**config.mk**
```make
export PLATFORM = sky130hd
export DESIGN_NAME = lbuf_addr_rcv_flat
export DESIGN_NICKNAME = d
export VERILOG_FILES = /design/src/rtl/lbuf_addr_rcv_pkg.sv /design/src/rtl/lbuf_addr_rcv_if.sv /design/src/rtl/lbuf_addr_rcv_fifo2.sv /design/src/rtl/lbuf_addr_rcv.sv /design/src/flat_wrapper.sv
export SDC_FILE = /design/constraint.sdc
export NUM_CORES = 1
export LEC_CHECK = 0
export ABC_AREA = 1
export CORE_ASPECT_RATIO = 0.75
export CORE_MARGIN = 2
export CORE_UTILIZATION = 60
export DETAILED_ROUTE_END_ITERATION = 8
export PLACE_DENSITY = 0.87
export SETUP_SLACK_MARGIN = 0.3
export SLEW_MARGIN = 20
export SYNTH_ARGS = -nofsm -noshare
export SYNTH_HDL_FRONTEND = slang
export SYNTH_SLANG_ARGS = --single-unit
export TNS_END_PERCENT = 20
```
**constraint.sdc**
```tcl
create_clock -name clk -period 4.9 [get_ports clk]
set_clock_uncertainty 0.1 [all_clocks]
set_input_delay 0.98 -clock clk [delete_from_list [all_inputs] [get_ports clk]]
set_output_delay 0.98 -clock clk [all_outputs]
set_load 0.05 [all_outputs]
```
**src/rtl/lbuf_addr_rcv_pkg.sv**
```systemverilog
// Shared constants, FSM state encoding and the DW byte-swap helper for the lbuf
// address receiver.
package lbuf_addr_rcv_pkg;

  localparam logic [6:0] MEM_WR32_FMT_TYPE = 7'h40;
  localparam logic [6:0] MEM_WR64_FMT_TYPE = 7'h60;

  typedef enum logic [2:0] {
    IDLE  = 3'd0,
    A32   = 3'd1,
    A64   = 3'd2,
    D32   = 3'd3,
    D64   = 3'd4,
    DRAIN = 3'd5
  } lbuf_state_e;

  // TRN payload DWs arrive big-endian; the host wrote little-endian values.
  function automatic logic [31:0] dw_swap(input logic [31:0] dw);
    return {dw[7:0], dw[15:8], dw[23:16], dw[31:24]};
  endfunction

endpackage

```
**src/rtl/lbuf_addr_rcv_if.sv**
```systemverilog
// TRN rx snoop bus plus the lbuf address handshake. lbuf_drop_cnt exists only
// when LBUF_DROP_CNT_EN is defined.
interface lbuf_addr_rcv_if;
  logic [63:0] trn_rd;
  logic [7:0]  trn_rrem_n;
  logic        trn_rsof_n;
  logic        trn_reof_n;
  logic        trn_rsrc_rdy_n;
  logic [6:0]  trn_rbar_hit_n;
  logic [63:0] lbuf_addr;
  logic        lbuf_valid;
  logic        lbuf_ack;
  logic        lbuf_en;
`ifdef LBUF_DROP_CNT_EN
  logic [15:0] lbuf_drop_cnt;
`endif

  modport master (
    output trn_rd, trn_rrem_n, trn_rsof_n, trn_reof_n, trn_rsrc_rdy_n,
    output trn_rbar_hit_n, lbuf_ack,
    input  lbuf_addr, lbuf_valid, lbuf_en
`ifdef LBUF_DROP_CNT_EN
    , input lbuf_drop_cnt
`endif
  );

  modport slave (
    input  trn_rd, trn_rrem_n, trn_rsof_n, trn_reof_n, trn_rsrc_rdy_n,
    input  trn_rbar_hit_n, lbuf_ack,
    output lbuf_addr, lbuf_valid, lbuf_en
`ifdef LBUF_DROP_CNT_EN
    , output lbuf_drop_cnt
`endif
  );

endinterface

```
**src/rtl/lbuf_addr_rcv_fifo2.sv**
```systemverilog
// Two-entry 64-bit FIFO; head stays in mem0 so dout holds its last value when
// the FIFO drains. A push into a full FIFO without a pop is dropped.
module lbuf_fifo2 (
  input  logic        clk,
  input  logic        rst_n,
  input  logic        push,
  input  logic        pop,
  input  logic [63:0] din,
  output logic [63:0] dout,
  output logic        full,
  output logic        empty,
  output logic        drop
);

  logic [63:0] mem0;
  logic [63:0] mem1;
  logic [1:0]  count;
  logic        do_pop;
  logic        do_push;

  assign empty   = (count == 2'd0);
  assign full    = (count == 2'd2);
  assign do_pop  = pop & ~empty;
  assign do_push = push & (~full | do_pop);
  assign drop    = push & full & ~do_pop;
  assign dout    = mem0;

  always_ff @(posedge clk) begin
    if (!rst_n) begin
      mem0  <= '0;
      mem1  <= '0;
      count <= 2'd0;
    end else if (do_pop && do_push) begin
      if (full) begin
        mem0 <= mem1;
        mem1 <= din;
      end else begin
        mem0 <= din;
      end
    end else if (do_pop) begin
      if (full) mem0 <= mem1;
      count <= count - 2'd1;
    end else if (do_push) begin
      if (empty) mem0 <= din;
      else       mem1 <= din;
      count <= count + 2'd1;
    end
  end

endmodule

```
**src/rtl/lbuf_addr_rcv.sv**
```systemverilog
// Passive TRN rx snooper: decodes host memory writes to one BAR, captures lbuf
// addresses into a 2-entry FIFO and the lbuf enable level. Optional LBUF_DROP_CNT_EN.
module lbuf_addr_rcv
  import lbuf_addr_rcv_pkg::*;
#(
  parameter int         BARHIT     = 2,
  parameter logic [5:0] BARMP_ADDR = 6'b000000,
  parameter logic [5:0] BARMP_EN   = 6'b000010
) (
  input logic           clk,
  input logic           rst_n,
  lbuf_addr_rcv_if.slave bus
);

  lbuf_state_e state, next_state;

  logic        rdy, sof, eof, hit;
  logic [6:0]  fmt_type;
  logic [9:0]  len_q, len_next;
  logic        sel_en_q, sel_en_next;
  logic [31:0] lo_q;
  logic [31:0] sw_hi, sw_lo;
  logic        lo_we;
  logic        en_we, en_val;
  logic        en_q;
  logic        push;
  logic [63:0] push_data;
  logic        fifo_full, fifo_empty, drop;

  assign rdy      = ~bus.trn_rsrc_rdy_n;
  assign sof      = ~bus.trn_rsof_n;
  assign eof      = ~bus.trn_reof_n;
  assign hit      = ~bus.trn_rbar_hit_n[BARHIT];
  assign fmt_type = bus.trn_rd[62:56];
  assign sw_hi    = dw_swap(bus.trn_rd[63:32]);
  assign sw_lo    = dw_swap(bus.trn_rd[31:0]);

  always_ff @(posedge clk) begin
    if (!rst_n) state <= IDLE;
    else        state <= next_state;
  end

  // A sof beat always restarts decode, whatever state a previous TLP left us in.
  always_comb begin
    next_state  = state;
    len_next    = len_q;
    sel_en_next = sel_en_q;
    lo_we       = 1'b0;
    en_we       = 1'b0;
    en_val      = 1'b0;
    push        = 1'b0;
    push_data   = '0;
    if (rdy) begin
      if (sof) begin
        next_state = IDLE;
        len_next   = bus.trn_rd[41:32];
        if (hit && !eof) begin
          if (fmt_type == MEM_WR32_FMT_TYPE)      next_state = A32;
          else if (fmt_type == MEM_WR64_FMT_TYPE) next_state = A64;
          else                                    next_state = DRAIN;
        end
      end else begin
        case (state)
          A32: begin
            if (bus.trn_rd[39:34] == BARMP_EN && len_q == 10'd1) begin
              en_we      = 1'b1;
              en_val     = sw_lo[0];
              next_state = IDLE;
            end else if (bus.trn_rd[39:34] == BARMP_ADDR && len_q == 10'd2 && !eof) begin
              lo_we      = 1'b1;
              next_state = D32;
            end else begin
              next_state = eof ? IDLE : DRAIN;
            end
          end
          D32: begin
            push       = 1'b1;
            push_data  = {sw_hi, lo_q};
            next_state = IDLE;
          end
          A64: begin
            if (!eof && bus.trn_rd[7:2] == BARMP_EN && len_q == 10'd1) begin
              sel_en_next = 1'b1;
              next_state  = D64;
            end else if (!eof && bus.trn_rd[7:2] == BARMP_ADDR && len_q == 10'd2) begin
              sel_en_next = 1'b0;
              next_state  = D64;
            end else begin
              next_state = eof ? IDLE : DRAIN;
            end
          end
          D64: begin
            if (sel_en_q) begin
              en_we  = 1'b1;
              en_val = sw_hi[0];
            end else begin
              push      = 1'b1;
              push_data = {sw_lo, sw_hi};
            end
            next_state = IDLE;
          end
          DRAIN:   if (eof) next_state = IDLE;
          default: next_state = IDLE;
        endcase
      end
    end
  end

  always_ff @(posedge clk) begin
    if (!rst_n) begin
      len_q    <= '0;
      sel_en_q <= 1'b0;
      lo_q     <= '0;
      en_q     <= 1'b0;
    end else begin
      len_q    <= len_next;
      sel_en_q <= sel_en_next;
      if (lo_we) lo_q <= sw_lo;
      if (en_we) en_q <= en_val;
    end
  end

  lbuf_fifo2 u_fifo (
    .clk   (clk),
    .rst_n (rst_n),
    .push  (push),
    .pop   (bus.lbuf_ack),
    .din   (push_data),
    .dout  (bus.lbuf_addr),
    .full  (fifo_full),
    .empty (fifo_empty),
    .drop  (drop)
  );

  assign bus.lbuf_valid = ~fifo_empty;
  assign bus.lbuf_en    = en_q;

  logic unused_sigs;

`ifdef LBUF_DROP_CNT_EN
  logic [15:0] drop_cnt;

  always_ff @(posedge clk) begin
    if (!rst_n)                          drop_cnt <= '0;
    else if (drop && drop_cnt != 16'hFFFF) drop_cnt <= drop_cnt + 16'd1;
  end

  assign bus.lbuf_drop_cnt = drop_cnt;
  assign unused_sigs = &{1'b0, bus.trn_rrem_n, bus.trn_rbar_hit_n, fifo_full};
`else
  assign unused_sigs = &{1'b0, bus.trn_rrem_n, bus.trn_rbar_hit_n, fifo_full, drop};
`endif

endmodule

```
**src/flat_wrapper.sv**
```systemverilog
// flat-port wrapper written by rule: the top's interface ports become plain ports
module lbuf_addr_rcv_flat import lbuf_addr_rcv_pkg::*;
#(
  parameter int         BARHIT     = 2,
  parameter logic [5:0] BARMP_ADDR = 6'b000000,
  parameter logic [5:0] BARMP_EN   = 6'b000010
)
  (clk, rst_n, bus_trn_rd, bus_trn_rrem_n, bus_trn_rsof_n, bus_trn_reof_n, bus_trn_rsrc_rdy_n, bus_trn_rbar_hit_n, bus_lbuf_ack, bus_lbuf_addr, bus_lbuf_valid, bus_lbuf_en);
  lbuf_addr_rcv_if bus_i ();
  input logic clk;
  input logic rst_n;
  input wire logic [$bits(bus_i.trn_rd)-1:0] bus_trn_rd;
  input wire logic [$bits(bus_i.trn_rrem_n)-1:0] bus_trn_rrem_n;
  input wire logic [$bits(bus_i.trn_rsof_n)-1:0] bus_trn_rsof_n;
  input wire logic [$bits(bus_i.trn_reof_n)-1:0] bus_trn_reof_n;
  input wire logic [$bits(bus_i.trn_rsrc_rdy_n)-1:0] bus_trn_rsrc_rdy_n;
  input wire logic [$bits(bus_i.trn_rbar_hit_n)-1:0] bus_trn_rbar_hit_n;
  input wire logic [$bits(bus_i.lbuf_ack)-1:0] bus_lbuf_ack;
  output wire logic [$bits(bus_i.lbuf_addr)-1:0] bus_lbuf_addr;
  output wire logic [$bits(bus_i.lbuf_valid)-1:0] bus_lbuf_valid;
  output wire logic [$bits(bus_i.lbuf_en)-1:0] bus_lbuf_en;
  assign bus_i.trn_rd = bus_trn_rd;
  assign bus_i.trn_rrem_n = bus_trn_rrem_n;
  assign bus_i.trn_rsof_n = bus_trn_rsof_n;
  assign bus_i.trn_reof_n = bus_trn_reof_n;
  assign bus_i.trn_rsrc_rdy_n = bus_trn_rsrc_rdy_n;
  assign bus_i.trn_rbar_hit_n = bus_trn_rbar_hit_n;
  assign bus_i.lbuf_ack = bus_lbuf_ack;
  assign bus_lbuf_addr = bus_i.lbuf_addr;
  assign bus_lbuf_valid = bus_i.lbuf_valid;
  assign bus_lbuf_en = bus_i.lbuf_en;
  lbuf_addr_rcv #(.BARHIT(BARHIT), .BARMP_ADDR(BARMP_ADDR), .BARMP_EN(BARMP_EN)) u_core (.clk(clk), .rst_n(rst_n), .bus(bus_i));
endmodule
```
After elaboration in Yosys (flattened, before gate mapping)
Index checks and enable logic that the tools add are counted.

Add/subtract/negate cells: 2. Equal/unequal tests: 17. Mux-type cells: 49. Bitwise logic cells: 9. Reductions and logical operators: 23.

Operators with widths (number): two-way mux 64 bit (14); case mux 64 bit (2 select lines) (1); two-way mux 3 bit (10); two-way mux 1 bit (18); equality test 7 bit, second input constant (2); equality test 6 x 2 -> 1 bit, second input constant (2); zero test 6 bit (2); equality test 10 x 1 -> 1 bit, second input constant (1); equality test 10 x 2 -> 1 bit, second input constant (1); logical AND 1 bit (9); case mux 3 bit (3 select lines) (1); AND reduction 4 bit (2); equality test 3 x 2 -> 1 bit, second input constant (2); equality test 3 bit, second input constant (2); NOT 1 bit (6); case mux 1 bit (2 select lines) (3); AND reduction 2 bit (3); nonzero test 2 bit (3); nonzero test 3 bit (2); two-way mux 2 bit (2); != test 2 bit, second input constant (2); equality test 3 x 1 -> 1 bit, second input constant (1); != test 3 x 2 -> 1 bit, second input constant (1); != test 3 bit, second input constant (1); other kinds (8) (9).

Flip-flop bits (word level): 177. Bits of input ports: 85. Output and inout port bits: 66. Word-level logic and storage cells: 108.

Logic depth before layout (Yosys ltp)
Gate-level depths: netlist of the first run.

Depth in word-level cells: 8. Depth in mapped cells: 13. Gate-level depth less buffers: 11.

Hierarchy
A second synthesis of the first run with hierarchy kept.

Cells, all modules: 1692. Area total of the unflattened synthesis: 10283.6 µm².

Modules (own cells, without submodules): lbuf_fifo2 (times used 1, cells each 1208, area an instance 7145.6 µm², sequential area each 2602.5 µm²); lbuf_addr_rcv (times used 1, cells each 484, area an instance 3138.0 µm², sequential area each 940.9 µm²).

Least setup slack after synthesis of the first run
Ideal clock, no wire load.

Path kind: input to register. Start: input bus_trn_rd[38]. End: register u_core.lo_q[10]. Setup time: 115 ps. Data arrival time: 2044 ps. Data required time: 4685 ps. Slack: 2641 ps. Stages on the path: 9. Cells stage by stage: or2_1 -> nor2_1 -> nand3_1 -> nand3_1 -> nor2_1 -> buf_4 -> buf_4 -> a21oi_1 -> nor2_1.

Word-level cells in the longest chain between the ends: 8. Elaborated cells on any way between the ends: 10. Those cells by class: 1 x eq/ne; 5 x mux; 4 x reduce/logical.

Ends and longest elaborated chain: from (decl) (RTL line flat_wrapper.sv:12) `input wire logic [$bits(bus_i.trn_rd)-1:0] bus_trn_rd;`; zero test 6 bit (RTL line lbuf_addr_rcv.sv:69) `end else if (bus.trn_rd[39:34] == BARMP_ADDR && len_q == 10'd2 && !eof) begin`; logical AND 1 bit (2 in a row) (RTL line lbuf_addr_rcv.sv:69); two-way mux 1 bit (RTL line lbuf_addr_rcv.sv:69); two-way mux 1 bit * (RTL line lbuf_addr_rcv.sv:65) `if (bus.trn_rd[39:34] == BARMP_EN && len_q == 10'd1) begin`; two-way mux 1 bit * (RTL line lbuf_addr_rcv.sv:63) `case (state)`; two-way mux 1 bit * (RTL line lbuf_addr_rcv.sv:54) `if (sof) begin`; two-way mux 1 bit * (RTL line lbuf_addr_rcv.sv:53) `if (rdy) begin`; to (signal assigned) (RTL line lbuf_addr_rcv.sv:118) `if (lo_we) lo_q <= sw_lo;`; to (decl) (RTL line lbuf_addr_rcv.sv:21) `logic [31:0] lo_q;`.

Mark *: on every way between the ends. The rest lies on a longest branch, timed or not. A chain may end at the register's enable or synchronous reset.

Worst setup path in the final report of the first run
Start: input bus_trn_rsof_n. End: register u_core.u_fifo.mem0[7] (netlist: u_core.u_fifo.dout[7]).

Word-level cells in the longest chain between the ends: 6. Elaborated cells on any way between the ends: 15. Those cells by class: 1 x eq/ne; 9 x mux; 1 x bitwise; 4 x reduce/logical.

Ends and longest elaborated chain: from (decl) (RTL line flat_wrapper.sv:14) `input wire logic [$bits(bus_i.trn_rsof_n)-1:0] bus_trn_rsof_n;`; two-way mux 1 bit or two-way mux 64 bit (tied branches) (RTL line lbuf_addr_rcv.sv:54); two-way mux 1 bit or two-way mux 64 bit (tied branches) (RTL line lbuf_addr_rcv.sv:53); AND 1 bit or two-way mux 64 bit (tied branches) (RTL line lbuf_addr_rcv_fifo2.sv:24, lbuf_addr_rcv_fifo2.sv:44); logical AND 1 bit or two-way mux 64 bit (tied branches) (RTL line lbuf_addr_rcv_fifo2.sv:33, lbuf_addr_rcv_fifo2.sv:43); != test 3 x 2 -> 1 bit (no source line), or another cell as far along; AND reduction 3 bit (no source line) or two-way mux 64 bit (tied branches); to (signal assigned) (RTL line lbuf_addr_rcv_fifo2.sv:35) `mem0 <= mem1;`; to (signal assigned) (RTL line lbuf_addr_rcv_fifo2.sv:38) `mem0 <= din;`; to (signal assigned) (RTL line lbuf_addr_rcv_fifo2.sv:41) `if (full) mem0 <= mem1;`; to (decl) (RTL line lbuf_addr_rcv_fifo2.sv:15) `logic [63:0] mem0;`.

Several ways; a longest one is shown, not always the timed one. The select of a mux whose other input is x is not followed.

==> results of run 1 <==
## cell families after synthesis
logic type,after synthesis
and+or+nand+nor,1279
buffers and inverters,243
DFF,177
AOI/OAI and AO/OA,131
## sequential cells by signal, summed over array words and instances (netlist names)
signal / cells
u_core.u_fifo.dout: 64
u_core.u_fifo.mem1: 64
u_core.lo_q: 32
u_core.len_q: 10
u_core.state: 3
u_core.u_fifo.count: 2
u_core.bus.lbuf_en: 1
u_core.sel_en_q: 1
## final cells by class
type / count / area, sq um
Multi-Input combinational cell: 1410 / 5940
Fill cell: 1418 / 4720
Sequential cell: 177 / 3540
Timing Repair Buffer: 152 / 1530
Inverter: 121 / 458
Clock buffer: 19 / 433
Tap cell: 236 / 295
Clock inverter: 12 / 113
## cells in the final DEF, fill, tap and decap left out
master,count
sky130_fd_sc_hd__nand2_1,566
sky130_fd_sc_hd__nor2_1,462
sky130_fd_sc_hd__dfxtp_1,177
sky130_fd_sc_hd__nand3_1,173
sky130_fd_sc_hd__clkdlybuf4s50_1,136
sky130_fd_sc_hd__inv_1,114
sky130_fd_sc_hd__a21oi_1,105
sky130_fd_sc_hd__or2_2,64
sky130_fd_sc_hd__o21ai_0,19
sky130_fd_sc_hd__clkbuf_16,17
sky130_fd_sc_hd__buf_4,12
sky130_fd_sc_hd__clkinvlp_4,5
sky130_fd_sc_hd__o22ai_1,4
sky130_fd_sc_hd__inv_2,4
sky130_fd_sc_hd__buf_12,4
sky130_fd_sc_hd__nand4_1,3
sky130_fd_sc_hd__clkinv_2,3
sky130_fd_sc_hd__nor3_1,3
sky130_fd_sc_hd__nand3_4,2
sky130_fd_sc_hd__nand2_4,2
sky130_fd_sc_hd__nor2_4,2
sky130_fd_sc_hd__a21oi_4,2
sky130_fd_sc_hd__clkbuf_1,2
sky130_fd_sc_hd__clkinv_4,2
sky130_fd_sc_hd__inv_6,2
sky130_fd_sc_hd__inv_4,1
sky130_fd_sc_hd__nand3_2,1
sky130_fd_sc_hd__clkinv_1,1
sky130_fd_sc_hd__or2_1,1
sky130_fd_sc_hd__a41oi_1,1
sky130_fd_sc_hd__bufinv_16,1
## per-layer routing
| layer | routed length [um] | GRT usage [%] |
|---|---|---|
| met2 | 13000 | 48.3 |
| met5 | 0 | 0 |
| met3 | 3030 | 6.95 |
| met1 | 12400 | 43.2 |
| met4 | 1000 | 13.0 |
## worst min path at each step
stage / startpoint / endpoint / slack [ps] / depth (start not counted)
after global routing: u_core.bus.lbuf_en / u_core.bus.lbuf_en / 390 / 2
after global placement: u_core.bus.lbuf_en / u_core.bus.lbuf_en / 350 / 2
after floorplan: u_core.len_q[0] / u_core.len_q[0] / 350 / 2
after CTS: u_core.bus.lbuf_en / u_core.bus.lbuf_en / 370 / 2
after detailed placement: u_core.bus.lbuf_en / u_core.bus.lbuf_en / 360 / 2
final: u_core.bus.lbuf_en / u_core.bus.lbuf_en / 370 / 2
## worst max-delay path, delay by kind of cell
kind	cells	cell delay, ps
buffers and inverters	4	1420
and+or+nand+nor	5	1080
## power by group
group	switching [uW]	leakage, uW	internal, uW
logic	284	0.00463	159
clock network	597	0.000252	699
registers	15.5	0.00143	1470
total	896	0.00631	2320
## through the flow
stage	cells	worst slack (ps)	total power, uW
floorplan	1830	2640	1780
global placement	2096	1330	1940
detailed placement	2096	1280	1950
CTS	2127	1730	3220
global route	2127	1520	3320
finish	2127	1660	3220
==> metrics.log, run 1 <==
[metrics] Hold Crit Class: flop to flop
[metrics] critical path class: primary input to flop
[metrics] fraction of registers with async set/reset: 0%
[metrics] total vias in the final route: 11500
[metrics] post-route clock period utilization: 66.2%
[metrics] post-CTS setup buffer count: 0
[metrics] Slowest Stage Delay on Critical Path: 620 ps
[metrics] Worst R2R End: u_core.u_fifo.dout[12]
[metrics] root cell of the clock tree: sky130_fd_sc_hd__clkbuf_16
[metrics] outcome: finished clean
[metrics] residual overflow from global routing: 0
[metrics] R2R Path Start: u_core.state[2]
[metrics] max-capacitance violation count: 0
[metrics] DRC violations left: 0
[metrics] capture point of the worst path: u_core.u_fifo.dout[7]
[metrics] Synth-to-Final Area Change: 16.7%
[metrics] netlist area before placement: 10600 sq um
[metrics] number of warnings printed during yosys synthesis: 0
[metrics] fraction of layout instances using a drive strength above 1: 6.56%
[metrics] data required time of the worst path: 5140 ps
[metrics] Synth Area in Simple Gates: 49.4%
[metrics] via count of the first global-routing pass: 10100
[metrics] Final Critical Period: 3240 ps
[metrics] total global routing track utilization: 31.6%
[metrics] parity-gate share of the synthesized area counting xor and xnor cells: 0%
[metrics] Detailed Routing Iterations Pass 1: 7
[metrics] adder-cell share of the synthesized area: 0%
[metrics] total wirelength of the detailed-routed design: 29400 um
[metrics] final net count: 1964
[metrics] number of diodes added for antenna fixing: 0
[metrics] routed len/inst: 13.8 um
[metrics] wire length of the first global-routing pass: 47800 um
[metrics] final setup TNS: 0 ps
[metrics] flop-to-flop setup slack: 1860 ps
[metrics] max-slew violation total from the final report: 0
[metrics] number of antenna violations at the first check in global routing: 0
[metrics] Least-Margin Pin Slew: 1100 ps
[metrics] cell chain of the critical path: clkdlybuf4s50_1 > nand2_1 > inv_1 > nand3_4 > buf_4 > nand3_1 > nand3_1 > nand2_1 > inv_1
[metrics] most instantiated cells after synthesis: sky130_fd_sc_hd__nand2_1 (568), sky130_fd_sc_hd__nor2_1 (463), sky130_fd_sc_hd__dfxtp_1 (177)
[metrics] LEAKAGE: 0.00631 uW
[metrics] Core Region: 17000 sq um
[metrics] portion of the post-synthesis area used by sequential elements: 33.6%
[metrics] ANT nets after route: 0
[metrics] unrepaired setup endpoints after global routing: false
[metrics] library cell with the largest summed area after synthesis: sky130_fd_sc_hd__dfxtp_1
[metrics] ranking of synthesized cells by area: sky130_fd_sc_hd__dfxtp_1 (34%), sky130_fd_sc_hd__nand2_1 (20%), sky130_fd_sc_hd__nor2_1 (16%)
[metrics] number of instances in the synthesized netlist: 1830
[metrics] count of flip-flops with a built-in enable after synthesis: 0
[metrics] full die area: 18700 sq um
[metrics] setup violation total in the final timing report: 0
[metrics] crit start category: primary input
[metrics] clock buffers created by TritonCTS: 17
[metrics] routed vias/inst: 5.41
[metrics] port buffer count: 136
[metrics] CTS Sinks: 177
[metrics] placer congestion estimate: 0.942
[metrics] cts hold-fix bufs: 0
[metrics] Starting Density: 62.0%
[metrics] Max Clk Rate: 0.308 GHz
[metrics] depth of the worst register-to-register path: 12
[metrics] final non-filler cell area: 12300 sq um
[metrics] number of flip-flops and latches in the synthesized netlist: 177
[metrics] Final Hold Fails: 0
[metrics] maximum number of pins on one net before global-route repair: 131
[metrics] max_slew headroom: 27.0%
[metrics] Critical Path Source: bus_trn_rsof_n
[metrics] cell at the slowest stage of the critical path: sky130_fd_sc_hd__clkdlybuf4s50_1
[metrics] prevailing post-synth register cell: sky130_fd_sc_hd__dfxtp_1
[metrics] Site Rows: 41
[metrics] library cell with the highest instance count after synthesis: sky130_fd_sc_hd__nand2_1
[metrics] clock-pin slew reported for the worst setup and hold paths after clock tree synthesis: 70 ps
[metrics] count of distinct cell types in the synthesized netlist: 25
[metrics] utilization after layout: 72.3%
[metrics] DPL Wire Length: 19500 um
[metrics] Max clock buf depth: 2
[metrics] clock tree from TritonCTS: built
[metrics] post-CTS resize count: 0
[metrics] cell area reported after detailed placement: 11800 sq um
[metrics] data arrival at the endpoint of the critical path: 3480 ps
[metrics] chip width: 157 um
[metrics] die outline height: 119 um
[metrics] endpoint class of the critical path: flop
[metrics] drt first-iter violations: 1397
[metrics] Ports: 151
[metrics] PD cells: 261 nW/um^2
[metrics] number of H-tree branching levels: 4
[metrics] fraction of the mapped netlist area in compound gates: 6.44%
[metrics] hold slack final: 367 ps
[metrics] multiplexer share of the synthesized area: 0%
[metrics] later-pin clock latency in the skew report: 440 ps
[metrics] peak supply drop: 218 uV
[metrics] average size of a mapped cell: 5.77 sq um
[metrics] top cell type's share of synthesized area: 33.6%
[metrics] Synth Net Count: 1915
[metrics] largest family of logic cells by synthesized area: simple AND/OR/NAND/NOR gates
[metrics] highest fanout seen on the critical path: 55
(Power assumes the default switching activity.)
==> run 2, diff against run 1 <==
--- a/config.mk
+++ b/config.mk
@@ -8,9 +8,9 @@
 export ABC_AREA = 1
 export CORE_ASPECT_RATIO = 0.75
 export CORE_MARGIN = 2
-export CORE_UTILIZATION = 60
+export CORE_UTILIZATION = 50
 export DETAILED_ROUTE_END_ITERATION = 8
-export PLACE_DENSITY = 0.87
+export PLACE_DENSITY = 0.77
 export SETUP_SLACK_MARGIN = 0.3
 export SLEW_MARGIN = 20
 export SYNTH_ARGS = -nofsm -noshare
==> constraint.sdc (replaced) <==
create_clock -name clk -period 2.8 [get_ports clk]
set_clock_uncertainty 0.1 [all_clocks]
set_input_delay 0.56 -clock clk [delete_from_list [all_inputs] [get_ports clk]]
set_output_delay 0.56 -clock clk [all_outputs]
set_load 0.05 [all_outputs]
==> run 2 against run 1 <==
Combinational power rose by 79%. Clock power rose by 78%. Critical path depth fell by 8. Cell count rose by 3.0%. First-iteration DRC count fell by 2.9%. Largest cell class unchanged. Largest power group unchanged.
==> metrics.log, run 2 (synthesis results as in run 1) <==
[metrics] outcome: finished clean
[metrics] top library cells by usage in the layout, fill and taps aside: sky130_fd_sc_hd__nand2_1 (566), sky130_fd_sc_hd__nor2_1 (462), sky130_fd_sc_hd__dfxtp_1 (177), sky130_fd_sc_hd__nand3_1 (173), sky130_fd_sc_hd__clkdlybuf4s50_1 (135)
[metrics] data arrival at the endpoint of the critical path: 1630 ps
[metrics] residual overflow from global routing: 0
[metrics] ANT nets after route: 0
[metrics] cell at the slowest stage of the critical path: sky130_fd_sc_hd__clkdlybuf4s50_1
[metrics] number of antenna violations at the first check in global routing: 0
[metrics] most common cell after layout, fill and taps aside: sky130_fd_sc_hd__nand2_1
[metrics] die outline height: 130 um
[metrics] depth of the worst register-to-register path: 10
[metrics] endpoint class of the critical path: primary output
[metrics] max-slew violation total from the final report: 0
[metrics] utilization after layout: 60.2%
[metrics] DPL Wire Length: 20100 um
[metrics] critical path class: flop to primary output
[metrics] combinational group share of total power: 13.9%
[metrics] max_slew headroom: 54.3%
[metrics] worst hold path depth: 2
[metrics] port buffer count: 136
[metrics] post-CTS resize count: 1
[metrics] total wirelength of the detailed-routed design: 30000 um
[metrics] cts hold-fix bufs: 0
[metrics] LEAKAGE: 0.00644 uW
[metrics] drt first-iter violations: 1356
[metrics] final net count: 1975
[metrics] number of H-tree branching levels: 4
[metrics] Core Region: 21000 sq um
[metrics] full die area: 22300 sq um
[metrics] total global routing track utilization: 27.3%
[metrics] later-pin clock latency in the skew report: 430 ps
[metrics] routed vias/inst: 5.17
[metrics] Detailed Routing Iterations Pass 1: 5
[metrics] data required time of the worst path: 2140 ps
[metrics] via count of the first global-routing pass: 9748
[metrics] peak supply drop: 382 uV
[metrics] placer congestion estimate: 0.909
[metrics] maximum number of pins on one net before global-route repair: 131
[metrics] total vias in the final route: 11300
[metrics] post-CTS setup buffer count: 0
[metrics] Final Critical Period: 2290 ps
[metrics] cell area reported after detailed placement: 12100 sq um
[metrics] cell chain of the critical path: clkdlybuf4s50_1
[metrics] number of diodes added for antenna fixing: 0
[metrics] Starting Density: 50.4%
[metrics] number of buffers and inverters on the critical path: 1
[metrics] setup violation total in the final timing report: 0
[metrics] CTS Sinks: 177
[metrics] family of cells with the greatest summed delay on the critical path: buffers and inverters
[metrics] clock share of power: 40.7%
[metrics] Synth-to-Final Area Change: 19.5%
[metrics] Site Rows: 46
[metrics] max-capacitance violation count: 0
[metrics] Least-Margin Pin Slew: 686 ps
[metrics] root cell of the clock tree: sky130_fd_sc_hd__clkbuf_16
[metrics] fraction of layout instances using a drive strength above 1: 6.94%
[metrics] fill cell instance count of the final layout: 2020
[metrics] final non-filler cell area: 12600 sq um
[metrics] clock buffers created by TritonCTS: 17
[metrics] Hold Crit Class: flop to flop
[metrics] Internal Power: 4170 uW
[metrics] crit start category: flop
[metrics] final setup TNS: 0 ps
[metrics] DRC violations left: 0
[metrics] Max Clk Rate: 0.436 GHz
[metrics] clock-pin slew reported for the worst setup and hold paths after clock tree synthesis: 60 ps
[metrics] highest fanout seen on the critical path: 2
[metrics] hold slack final: 382 ps
[metrics] unrepaired setup endpoints after global routing: false
[metrics] logic depth of the worst path, buffers included: 1
[metrics] Final Hold Fails: 0
[metrics] switching portion of total power: 26.9%
[metrics] share of total power in sequential cells: 45.4%
[metrics] chip width: 172 um
[metrics] clock tree from TritonCTS: built
[metrics] wire length of the first global-routing pass: 48600 um
[metrics] post-route clock period utilization: 81.9%
[metrics] Ports: 151
[metrics] routed len/inst: 13.7 um
[metrics] switching power total: 1540 uW
[metrics] PD cells: 452 nW/um^2
[metrics] Slowest Stage Delay on Critical Path: 830 ps
[metrics] Max clock buf depth: 2
-- run 2: changes by cell type in the layout (fill, tap and decap cells not counted) --
cell                              delta
sky130_fd_sc_hd__buf_12             +12
sky130_fd_sc_hd__clkinv_4            -2
sky130_fd_sc_hd__inv_6               -1
sky130_fd_sc_hd__clkbuf_1            +3
sky130_fd_sc_hd__clkdlybuf4s50_1     -1
sky130_fd_sc_hd__buf_4               -1
sky130_fd_sc_hd__dlygate4sd2_1       +1
sky130_fd_sc_hd__bufinv_16           +1
sky130_fd_sc_hd__clkinvlp_4          -1
-- run 2: final cells by class --
type	count	area (sq um)	share of cell area, %
Sequential cell	177	3540	28.1
Tap cell	288	360	2.86
Multi-Input combinational cell	1410	5940	47.1
Timing Repair Buffer	163	1760	14.0
Inverter	121	458	3.63
Clock buffer	22	444	3.52
Clock inverter	9	109	0.863
-- run 2: worst paths after layout --
check / start / to / slack (ps)
max: u_core.u_fifo.dout[40] / bus_lbuf_addr[40] / 510
min: u_core.lo_q[7] / u_core.lo_q[7] / 380
max reg2reg: u_core.state[2] / u_core.u_fifo.dout[15] / 530
min reg2reg: u_core.lo_q[7] / u_core.lo_q[7] / 380
-- run 2: routing by layer --
| metal | wire length, um | part of all wire (%) | GRT usage, % |
|---|---|---|---|
| met1 | 13900 | 46 | 39.1 |
| met2 | 13200 | 44 | 42.2 |
| met3 | 2290 | 7.6 | 4.09 |
| met4 | 691 | 2.3 | 9.05 |
| met5 | 0 | 0 | 0 |
-- run 2: power by group through the flow --
stage               Clock (uW)  Sequential, uW  Combinational [uW]
CTS                       2360            2590                 786
global route              2450            2600                 863
floorplan                    0            2760                 358
finish                    2320            2590                 791
global placement             0            2650                 774
detailed placement           0            2650                 784
-- run 2: through the flow --
stage | setup WS, ps | total power [uW] | cells
after floorplan | 847 | 3120 | 1830
after global placement | 171 | 3420 | 2159
after detailed placement | 147 | 3430 | 2159
after CTS | 494 | 5730 | 2190
after global routing | 403 | 5910 | 2190
final | 506 | 5710 | 2190
==> run 3, diff against run 2 <==
==> constraint.sdc (replaced) <==
create_clock -name clk -period 1.9 [get_ports clk]
set_clock_uncertainty 0.1 [all_clocks]
set_input_delay 0.38 -clock clk [delete_from_list [all_inputs] [get_ports clk]]
set_output_delay 0.38 -clock clk [all_outputs]
set_load 0.05 [all_outputs]
==> run 3 against run 2 <==
The run now ends with setup timing left. Wire length up 37%. Die area unchanged. Highest routed layer unchanged. Sequential share of layout area down 5.1 points. Cell count up 7.2%. Critical endpoint is now u_core.u_fifo.mem1[56]. Largest power group unchanged. Worst hold slack worse by 120 ps.
==> metrics.log, run 3 (synthesis results as in run 1) <==
[metrics] outcome: complete, but fails checks
[metrics] Worst R2R End: u_core.u_fifo.mem1[56]
[metrics] data arrival at the endpoint of the critical path: 2250 ps
[metrics] crit start category: flop
[metrics] PD cells: 591 nW/um^2
[metrics] number of diodes added for antenna fixing: 0
[metrics] maximum number of pins on one net before global-route repair: 65
[metrics] Slowest Stage Delay on Critical Path: 370 ps
[metrics] full die area: 22300 sq um
[metrics] hold slack final: 263 ps
[metrics] switching portion of total power: 28.9%
[metrics] residual overflow from global routing: 0
[metrics] final cell count without fillers: 2348
[metrics] max_slew headroom: 46.9%
[metrics] combinational group share of total power: 17.4%
[metrics] max-slew violation total from the final report: 0
[metrics] Core Region: 21000 sq um
[metrics] final net count: 2132
[metrics] LEAKAGE: 0.00792 uW
[metrics] Detailed Routing Iterations Pass 1: 8
[metrics] via count of the first global-routing pass: 11200
[metrics] CTS Sinks: 177
[metrics] start point of the worst min-delay path: rst_n
[metrics] highest fanout seen on the critical path: 7
[metrics] wire length of the first global-routing pass: 56900 um
[metrics] utilization after layout: 73.7%
[metrics] top library cells by usage in the layout, fill and taps aside: sky130_fd_sc_hd__nand2_1 (444), sky130_fd_sc_hd__nor2_1 (421), sky130_fd_sc_hd__dfxtp_1 (172), sky130_fd_sc_hd__buf_4 (169), sky130_fd_sc_hd__nand3_1 (121)
[metrics] Max clock buf depth: 2
[metrics] flop-to-flop setup slack: -90 ps
[metrics] DRC violations left: 0
[metrics] Ports: 151
[metrics] switching power total: 2640 uW
[metrics] unrepaired setup endpoints after global routing: true
[metrics] max-capacitance violation count: 0
[metrics] Max Clk Rate: 0.503 GHz
[metrics] Final Critical Period: 1990 ps
[metrics] chip width: 172 um
[metrics] depth of the worst register-to-register path: 13
[metrics] critical path class: flop to flop
[metrics] ANT nets after route: 0
[metrics] cell at the slowest stage of the critical path: sky130_fd_sc_hd__dfxtp_4
[metrics] total wirelength of the detailed-routed design: 41100 um
[metrics] cell chain of the critical path: inv_4 > nand3_4 > buf_6 > nor2_4 > buf_12 > buf_12 > buf_12 > nand2_2 > nand2_2 > nand2_4 > nor2_1 > a21oi_1 > nor2_1
[metrics] total vias in the final route: 13100
[metrics] routed vias/inst: 5.59
[metrics] port buffer count: 136
[metrics] Final Hold Fails: 0
[metrics] clock buffers created by TritonCTS: 17
[metrics] family of cells with the greatest summed delay on the critical path: simple AND/OR/NAND/NOR gates
[metrics] placer congestion estimate: 0.900
[metrics] fill cell instance count of the final layout: 1519
[metrics] Synth-to-Final Area Change: 46.3%
[metrics] die outline height: 130 um
[metrics] post-route clock period utilization: 105%
[metrics] root cell of the clock tree: sky130_fd_sc_hd__clkbuf_16
[metrics] data required time of the worst path: 2160 ps
[metrics] total global routing track utilization: 32.6%
[metrics] cell area reported after detailed placement: 12700 sq um
[metrics] Hold Crit Class: primary input to flop
[metrics] clock tree from TritonCTS: built
[metrics] worst setup margin: -88.2 ps
[metrics] clock-pin slew reported for the worst setup and hold paths after clock tree synthesis: 70 ps
[metrics] endpoint class of the critical path: flop
[metrics] setup violation total in the final timing report: 26
[metrics] cts hold-fix bufs: 0
[metrics] final non-filler cell area: 15400 sq um
[metrics] Site Rows: 46
[metrics] drt first-iter violations: 1786
[metrics] CP dominant cell by count: sky130_fd_sc_hd__buf_12
[metrics] most common cell after layout, fill and taps aside: sky130_fd_sc_hd__nand2_1
[metrics] peak supply drop: 573 uV
[metrics] number of antenna violations at the first check in global routing: 1
[metrics] number of buffers and inverters on the critical path: 5
[metrics] number of H-tree branching levels: 4
[metrics] Least-Margin Pin Slew: 796 ps
[metrics] Starting Density: 50.4%
[metrics] DPL Wire Length: 23300 um
[metrics] R2R Path Start: u_core.state[0]
[metrics] share of total power in sequential cells: 42.0%
[metrics] Worst Hold Path EP: u_core.u_fifo.mem1[21]
[metrics] worst hold path depth: 3
[metrics] cell total after placement: 2250
[metrics] Internal Power: 6490 uW
[metrics] fraction of layout instances using a drive strength above 1: 29.0%
[metrics] clock share of power: 40.6%
[metrics] later-pin clock latency in the skew report: 450 ps
[metrics] failing checks: setup timing
[metrics] routed len/inst: 17.5 um
-- run 3: changes by cell type in the layout (fill, tap and decap cells not counted), moves of 14 or more --
cell                              delta
sky130_fd_sc_hd__buf_4             +158
sky130_fd_sc_hd__nor2_1             -41
sky130_fd_sc_hd__nor2_2             +35
sky130_fd_sc_hd__clkdlybuf4s50_1    -72
sky130_fd_sc_hd__nand2_2           +101
sky130_fd_sc_hd__nand3_2            +47
sky130_fd_sc_hd__nand3_1            -52
sky130_fd_sc_hd__nand2_4            +21
sky130_fd_sc_hd__nand2_1           -122
sky130_fd_sc_hd__buf_12             +24
sky130_fd_sc_hd__buf_6              +14
-- run 3: tightest hold or removal path: cells and delay by family --
kind	cells	cell delay [ps]
simple gates	1	120
buf+inv	2	270
-- run 3: how the worst max path moves through the flow --
stage	start	to	slack, ps	depth (start not counted)
5_1_grt	u_core.state[0]	u_core.u_fifo.dout[61]	-160	15
3_5_place_dp	bus_trn_rsof_n	u_core.u_fifo.dout[53]	-510	11
6_report	u_core.state[0]	u_core.u_fifo.mem1[56]	-90	13
2_1_floorplan	bus_trn_rd[38]	u_core.lo_q[10]	260	9
3_3_place_gp	bus_trn_rsrc_rdy_n	u_core.u_fifo.dout[53]	-480	12
4_1_cts	u_core.state[1]	u_core.u_fifo.dout[27]	30	15
-- run 3: layout make-up --
cell class	count	area (sq um)	area share (%)
Multi-Input combinational cell	1411	6860	44.4
Timing Repair Buffer	319	3610	23.4
Sequential cell	177	3550	23.0
Clock buffer	21	470	3.05
Inverter	121	469	3.04
Tap cell	288	360	2.33
Clock inverter	11	128	0.826
-- run 3: per-layer routing --
metal / share of wire (%) / GRT usage [%] / up-vias
met5: 0 / 0 / -
met1: 38 / 41.8 / 5966
met4: 5.4 / 15.0 / 0
met3: 12 / 8.25 / 210
li1: - / - / 6069
met2: 45 / 51.9 / 875
-- run 3: per-stage QoR --
stage                     TNS [ps]  power [uW]  worst slack [ps]
after floorplan                  0        4610               264
after global placement      -56330        5150              -476
after detailed placement    -58970        5170              -507
after CTS                        0        8880              27.0
after global routing         -5500        9360              -163
final                         -736        9130             -88.2
-- run 3: power by group through the flow --
stage | Combinational (uW) | Clock, uW | Sequential [uW]
4_1_cts | 1380 | 3670 | 3830
6_report | 1590 | 3700 | 3840
3_3_place_gp | 1230 | 0 | 3910
2_1_floorplan | 540 | 0 | 4080
3_5_place_dp | 1250 | 0 | 3920
5_1_grt | 1680 | 3840 | 3840
-- run 3: timing repair --
item / 4_1_cts / 5_1_grt
hold endpoints to repair: 0 / 0
pin swaps: 19 / 108
cloned: 12 / 13
buffers inserted: 29 / 12
gates resized for setup: 83 / 227
setup endpoints to repair: 172 / 174
